--- config.mk ---
export PLATFORM = sky130hd
export DESIGN_NAME = alu_resp_unit
export DESIGN_NICKNAME = d
export VERILOG_FILES = /design/src/rtl/alu_resp_unit.sv
export SDC_FILE = /design/constraint.sdc
export NUM_CORES = 1
export LEC_CHECK = 0
export ABC_AREA = 1
export ABC_CLOCK_PERIOD_IN_PS = 3700
export CAP_MARGIN = 15
export CORE_MARGIN = 3
export CORE_UTILIZATION = 30
export DETAILED_ROUTE_END_ITERATION = 12
export DONT_BUFFER_PORTS = 1
export PLACE_DENSITY = 0.43
export SLEW_MARGIN = 40
export SYNTH_ARGS = -nofsm -noshare
export SYNTH_HDL_FRONTEND = slang
export SYNTH_SLANG_ARGS = --single-unit
--- constraint.sdc ---
create_clock -name clk -period 3.7 [get_ports clk]
set_input_delay 0.37 -clock clk [delete_from_list [all_inputs] [get_ports clk]]
set_output_delay 0.37 -clock clk [all_outputs]
set_load 0.01 [all_outputs]
--- src/rtl/alu_resp_unit.sv ---
// ============================================================================
// Module      : alu_resp_unit
// Description : Single-cycle ALU feeding a DEPTH-entry in-order result FIFO
//               with a wrapping sequence tag. Macro ALU_RESP_OVF_EN adds a
//               signed-overflow flag to each buffered result.
// Revision    : 1.0 - initial release
// ============================================================================
`default_nettype none

module alu_resp_unit #(
    parameter int DEPTH = 2,
    parameter int TAG_W = 4
) (
    input  logic             clk,
    input  logic             rst_n,
    input  logic             req_valid,
    output logic             req_ready,
    input  logic [31:0]      req_a,
    input  logic [31:0]      req_b,
    input  logic [2:0]       req_sel,
    output logic             resp_valid,
    input  logic             resp_ready,
    output logic [31:0]      resp_out,
    output logic             resp_zero,
`ifdef ALU_RESP_OVF_EN
    output logic             resp_ovf,
`endif
    output logic [TAG_W-1:0] resp_tag
);

    localparam int c_addr_w = (DEPTH > 1) ? $clog2(DEPTH) : 1;
`ifdef ALU_RESP_OVF_EN
    localparam int c_entry_w = 32 + 1 + TAG_W + 1;
`else
    localparam int c_entry_w = 32 + 1 + TAG_W;
`endif
    localparam logic [c_addr_w:0]   c_depth   = (c_addr_w + 1)'(DEPTH);
    localparam logic [c_addr_w:0]   c_cnt_one = (c_addr_w + 1)'(1);
    localparam logic [c_addr_w-1:0] c_ptr_one = c_addr_w'(1);
    localparam logic [TAG_W-1:0]    c_tag_one = TAG_W'(1);

    logic [c_entry_w-1:0] mem_q [DEPTH];
    logic [c_entry_w-1:0] entry_d;
    logic [c_entry_w-1:0] head;
    logic [c_addr_w-1:0]  wr_ptr_q, wr_ptr_d;
    logic [c_addr_w-1:0]  rd_ptr_q, rd_ptr_d;
    logic [c_addr_w:0]    count_q, count_d;
    logic [TAG_W-1:0]     tag_q, tag_d;
    logic [31:0]          sum, diff, result;
    logic                 ovf;
    logic                 push, pop;

    // Outputs are gated by rst_n/occupancy so they read zero during reset
    // without needing to clear the storage array.
    assign req_ready  = rst_n && (count_q < c_depth);
    assign resp_valid = (count_q != '0);
    assign push       = req_valid && req_ready;
    assign pop        = resp_valid && resp_ready;

    always_comb begin
        sum    = req_a + req_b;
        diff   = req_a - req_b;
        result = '0;
        ovf    = 1'b0;
        case (req_sel)
            3'b000: result = req_a & req_b;
            3'b001: result = req_a | req_b;
            3'b100: begin
                result = sum;
                ovf    = (req_a[31] == req_b[31]) && (sum[31] != req_a[31]);
            end
            3'b101: begin
                result = diff;
                ovf    = (req_a[31] != req_b[31]) && (diff[31] != req_a[31]);
            end
            3'b110: result = req_a ^ req_b;
            default: result = '0;
        endcase
`ifdef ALU_RESP_OVF_EN
        entry_d = {ovf, tag_q, (result == '0), result};
`else
        entry_d = {tag_q, (result == '0), result};
`endif
    end

    always_comb begin
        wr_ptr_d = wr_ptr_q;
        rd_ptr_d = rd_ptr_q;
        tag_d    = tag_q;
        count_d  = count_q;
        if (push) begin
            wr_ptr_d = wr_ptr_q + c_ptr_one;
            tag_d    = tag_q + c_tag_one;
        end
        if (pop) begin
            rd_ptr_d = rd_ptr_q + c_ptr_one;
        end
        case ({push, pop})
            2'b10:   count_d = count_q + c_cnt_one;
            2'b01:   count_d = count_q - c_cnt_one;
            default: count_d = count_q;
        endcase
    end

    always_ff @(posedge clk or negedge rst_n) begin
        if (!rst_n) begin
            wr_ptr_q <= '0;
            rd_ptr_q <= '0;
            count_q  <= '0;
            tag_q    <= '0;
        end else begin
            wr_ptr_q <= wr_ptr_d;
            rd_ptr_q <= rd_ptr_d;
            count_q  <= count_d;
            tag_q    <= tag_d;
        end
    end

    always_ff @(posedge clk) begin
        if (push) begin
            mem_q[wr_ptr_q] <= entry_d;
        end
    end

    always_comb begin
        head      = resp_valid ? mem_q[rd_ptr_q] : '0;
        resp_out  = head[31:0];
        resp_zero = head[32];
        resp_tag  = head[33 +: TAG_W];
`ifdef ALU_RESP_OVF_EN
        resp_ovf  = head[33 + TAG_W];
`endif
    end

endmodule

`default_nettype wire

# --- Word level (Yosys, flattened, before mapping) ---
# Memory sizes are Yosys's and may differ from the RTL's.
# Cells that the tools add are included.
classes:
  add_sub_neg: 7
  n_mul: 0
  div: 0
  magnitude_cmp: 1
  eq_ne: 6
  shifts: 0
  mux: 5
  bitwise: 3
  n_reduce_logical: 7
op_table:
  columns: ["operator", "n"]
  rows:
  - ["$pmux W32 S5", 1]
  - ["$mux W37", 1]
  - ["$add A32 B32 Y32", 1]
  - ["$and A32 B32 Y32", 1]
  - ["$logic_not A32 Y1", 1]
  - ["$or A32 B32 Y32", 1]
  - ["$sub A32 B32 Y32", 1]
  - ["$xor A32 B32 Y32", 1]
  - ["$eq A3 B3 Y1 const B", 3]
  - ["$add A4 B1 Y4 const B", 1]
  - ["$pmux W2 S2", 1]
  - ["$reduce_bool A2 Y1", 2]
  - ["$eq A3 B1 Y1 const B", 1]
  - ["$logic_and A1 B1 Y1", 3]
  - ["$logic_not A3 Y1", 1]
  - ["$add A1 B1 Y1 const B", 2]
  - ["$add A2 B1 Y2 const B", 1]
  - ["$eq A2 B1 Y1 const B", 1]
  - ["$eq A2 B2 Y1 const B", 1]
  - ["$lt A2 B2 Y1 const B", 1]
  - ["$mux W1", 2]
  - ["$sub A2 B1 Y2 const B", 1]
totals:
  regBits: 8
  latchBits: 0
  mem_bits_rw: 74
  rom_bits: 0
  input_bits: 71
  output_inout_bits: 39
  wordCells: 34
  n_memories: 1
memory_table:
  columns: ["memory", "words", "word_bits", "read_ports", "rd_clocked_by_memory_dff", "write_ports", "line", "source"]
  rows:
  - ["mem_q", 2, 37, 1, 0, 1, "42", "logic [c_entry_w-1:0] mem_q [DEPTH];"]

# --- Depth between registers and ports, before layout ---
depth:
  word_depth: 5
  mapped_depth: 28
  ltp_nobuf: 28

# --- Worst setup path before layout ---
# Ideal clock, no wire load.
synth_timing:
  kind: "input to register"
  startpoint: "input req_b[1]"
  endpoint: "memory mem_q[0][32] in the netlist's numbering, data pin"
  setup_ns: 0.148
  t_arrival_ns: 3.131
  t_required_ns: 3.552
  path_slack_ns: 0.421
  path_stages: 26
  n_path_buf: 0
  cell_sequence: "inv_1 ha_1 nand3_1 nor3_2 nand2_1 nor3_2 nand4_1 o21ai_1 o21ai_1 xor2_1 ha_1 nand2_2 nor2_2 inv_1 nor2_1 and2_1 nand2_1 nand2_1 nand2_1 nand3_1 nand2_2 inv_2 nand2_1 nor2_1 nand3_1 nor2_1"
synth_via:
  elab_chain_cells: 3
  elab_cells_between_ends: 7
  cone_classes: "add/sub: 2; mux: 1; bitwise: 3; reduce/logical: 1"
synth_lines:
  columns: ["element", "line", "source"]
  rows:
  - ["start, declared", "19", "input logic [31:0] req_b,"]
  - ["$sub A32 B32 Y32 or $add A32 B32 Y32 (tied branches)", "62, 61", null]
  - ["$pmux W32 S5 *", "65", "case (req_sel)"]
  - ["net entry_d[27]", "43", "logic [c_entry_w-1:0] entry_d;"]
  - ["$logic_not A32 Y1 *", "82", "entry_d = {tag_q, (result == '0), result};"]
  - ["net entry_d[32]", "43", null]
  - ["end, declared", "42", null]
# Mark *: on every way through the listed nets, which the timed path passes. The rest lies on a longest branch.

# --- Worst setup path after layout ---
# Ends and elaborated chain as after synthesis.

==> impl_results.md <==
* Die height at 174 um
* Critical path arrival at 3.67 ns
* Clk pin slew, worst setup/hold paths at ~0.060 ns
* DRT antenna net count at 0
* Vias per cell at roughly 4.6
* Syn nets at between 1000 and 1500
* Sequential-to-total area share from yosys stat at 28.6%
* Initial antenna violation count at 1
* Worst Path Max Fanout at 4
* Syn. warnings at 0
* Die X at approximately 170 um
* Unrepaired setup endpoints after global routing: yes
* CP Class: input port to register
* Peak supply drop at 0.238 mV
* Iter 0 DRT Violations at 392
* Post-synth top area cell: edfxtp_1
* Highest-count cells in the layout ignoring fill and taps: nand2_1 (374), inv_1 (227), ha_1 (95)
* Clk sinks at just over 80
* Leak at 5.04 nW
* Vias in the first global route at 7538
* # IOs at 110
* Synth top area cells: edfxtp_1 (26%), nand2_1 (17%), ha_1 (15%)
* Syn Std Cell Area at 8460 um2
* First-pass GRT wire length at 42900 um
* Synth Register Bits at 82
* Final Net Count at 1471
* Rel. slew slack at between 40% and 50%
* Status: complete, no violations
* Synth-to-layout area growth at 17.4%
* Wire length per cell at about 17 um
* Fraction of layout cells with a size suffix above 1 at 15.8%
* Syn avg cell area at 6.84 um2
* Pre-antenna DRT Iters at 5
* I/O Buffers at 0
* GP Congestion at 0.913
* Root Buffer: clkbuf_16
* Die area at 30200 um2
* Tmin final at 3.49 ns
* Setup Skew at 0.00577 ns
* Fmax at around 290 MHz
* Antenna Cells at 0
* Num rows at 60
* Top-area cell type share of the netlist area at 26.3%
* Htree depth at 3
* Drt drc at 0
* Distinct cell type count after synthesis at 41
* Core area at 27300 um2
* Least-Margin Pin Slew at 0.777 ns
* Fin Setup TNS at 0 ns
* CP Launch Type: input port
* Final Max Tran Viols at 0
* Total power draw at 3.94 mW
* Final Setup Violations at 0
* Starting density of the core at 30.9%
* GRT Total Usage at about 18%
* Max Cap Viol at 0
* Tcrit/Tclk final at roughly 94%
* Critical Path End Type: register
* Largest net degree at the start of global routing at 40
* Grt ovf at 0
* Max clock buf depth at 2
* Worst min path class: input port to register
* Drt total wl at 27700 um
* CTS tree: built
* Cts bufs inserted at 9
* Clk_lat worst skew at 0.33 ns
* Cells after Synth at 1236
* Hold Vio Cnt, Final at 0
* Hpwl dp at 22600 um
* Commonest non-fill, non-tap cell in the layout: nand2_1
* Via count at 7734
* Worst EP required at 3.89 ns
* Pwr Density at between 300 and 400 nW/um2
-- kinds of logic (layout without fill, tap and decap cells) --
| kind of cell | Yosys count | in the layout | synth area share (%) |
|---|---|---|---|
| and+or+nand+nor | 639 | 639 | 32.5 |
| DFF | 82 | 82 | 28.6 |
| xor gates and xnor gates | 40 | 40 | 4.14 |
| muxes | 1 | 1 | 0.133 |
| adders and majority gates | 99 | 99 | 14.7 |
| buffers and inverters | 264 | 334 | 11.8 |
| AOI/OAI and AO/OA | 111 | 111 | 8.01 |
-- layout make-up --
type                            count  area [um2]
Fill cell                        3016       17400
Multi-Input combinational cell    890        5250
Sequential cell                    82        2420
Inverter                          239         901
Timing Repair Buffer               79         612
Tap cell                          372         465
Clock buffer                        9         225
Clock inverter                      7        57.6
-- worst max-delay path: stages --
cell and delay (ns):
clkinvlp_4 0.07, ha_4 0.15, nand3_4 0.08, nor3_4 0.20, nand2_2 0.11, nor3_4 0.22, nand4_1 0.18, o21ai_1 0.19
buf_4 0.15, o21ai_2 0.06, xor2_1 0.18, ha_1 0.40, nand2_4 0.10, buf_4 0.16, nor4_4 0.23, nand2_1 0.12
nand2_1 0.08, nand2_1 0.05, nand3_1 0.08, nand2_2 0.08, inv_2 0.06, nand2_1 0.05, nor2_2 0.09, nand3_1 0.07
nor2_1 0.12
-- registers in the layout, indices dropped and copies added, names as in the netlist --
register	flops
tag_q	4
rd_ptr_q	1
count_q	2
mem_q	74
wr_ptr_q	1
-- metal layers --
metal	share of wire [%]	GRT usage [%]	vias to the layer above	wire length (um)
li1	-	-	4021	-
met5	0.047	0	-	13
met1	48	24.5	3524	13200
met4	2.8	5.36	2	763
met2	46	30.0	149	12600
met3	3.8	2.41	38	1060
-- worst paths after layout --
check / start / endpoint / slack, ns / cells after the start
setup / recovery: req_b[1] / mem_q[0][32]$_DFFE_PP_ / 0.21 / 25
min in group asynchronous: rst_n / tag_q[1]$_DFFE_PN0P_ / 0.40 / 1
hold / removal: req_valid / tag_q[2]$_DFFE_PN0P_ / 0.21 / 2
setup reg to reg: count_q[1]$_DFFE_PN0P_ / mem_q[0][8]$_DFFE_PP_ / 1.48 / 4
hold reg to reg: tag_q[3]$_DFFE_PN0P_ / mem_q[1][36]$_DFFE_PP_ / 0.49 / 0
max in group asynchronous: rst_n / tag_q[3]$_DFFE_PN0P_ / 3.01 / 1
-- cell usage after synthesis --
| cell type | n |
|---|---|
| nor4_1 | 5 |
| o2111ai_1 | 5 |
| o21a_1 | 1 |
| a21o_1 | 1 |
| nand2_2 | 19 |
| nand3_1 | 54 |
| clkbuf_1 | 16 |
| nand2_1 | 389 |
| edfxtp_1 | 74 |
| buf_1 | 1 |
| o21ai_0 | 14 |
| inv_2 | 8 |
| o21bai_1 | 1 |
| or2_2 | 6 |
| nor2_4 | 1 |
| xnor2_1 | 7 |
| nor3_1 | 8 |
| dfrtp_1 | 8 |
| ha_1 | 98 |
| o21ai_1 | 2 |
| a221oi_1 | 20 |
| a21oi_1 | 60 |
| nor2_2 | 18 |
| mux2_2 | 1 |
| inv_1 | 231 |
| and3_1 | 1 |
| nand4_1 | 12 |
| o31ai_1 | 3 |
| o21ai_2 | 2 |
| nand3b_1 | 6 |
| o211ai_1 | 2 |
| or2_0 | 2 |
| buf_2 | 8 |
| and2_1 | 3 |
| nor4_2 | 1 |
| fa_1 | 1 |
| or2_1 | 2 |
| xor2_1 | 33 |
| nand3_2 | 8 |
| nor2_1 | 102 |
| nor3_2 | 2 |
-- timing repair --
action,in CTS,in global routing
hold endpoints to repair,8,0
buffers inserted,0,9
gates resized for setup,0,55
hold buffers,1,0
endpoints found under the setup margin,0,10
-- power breakdown --
group	switching, mW	internal, mW
Clock	0.367	0.465
Combinational	1.27	0.580
Sequential	0.0644	1.19
-- through the flow --
stage / hold WS, ns / setup WS [ns] / cell area [um2] / utilization [%] / std cells
finish: 0.210 / 0.211 / 9930 / 36.3 / 1678
global route: 0.219 / -0.0452 / 9930 / 36.3 / 1678
CTS: 0.201 / 0.164 / 9670 / 35.4 / 1669
detailed placement: 0.0746 / -0.162 / 9380 / 34.3 / 1652
global placement: 0.0746 / -0.115 / 9370 / 34.3 / 1652
floorplan: 0.0744 / 0.421 / 8460 / - / 1236
Note: power is estimated with default switching activity, not from simulation.
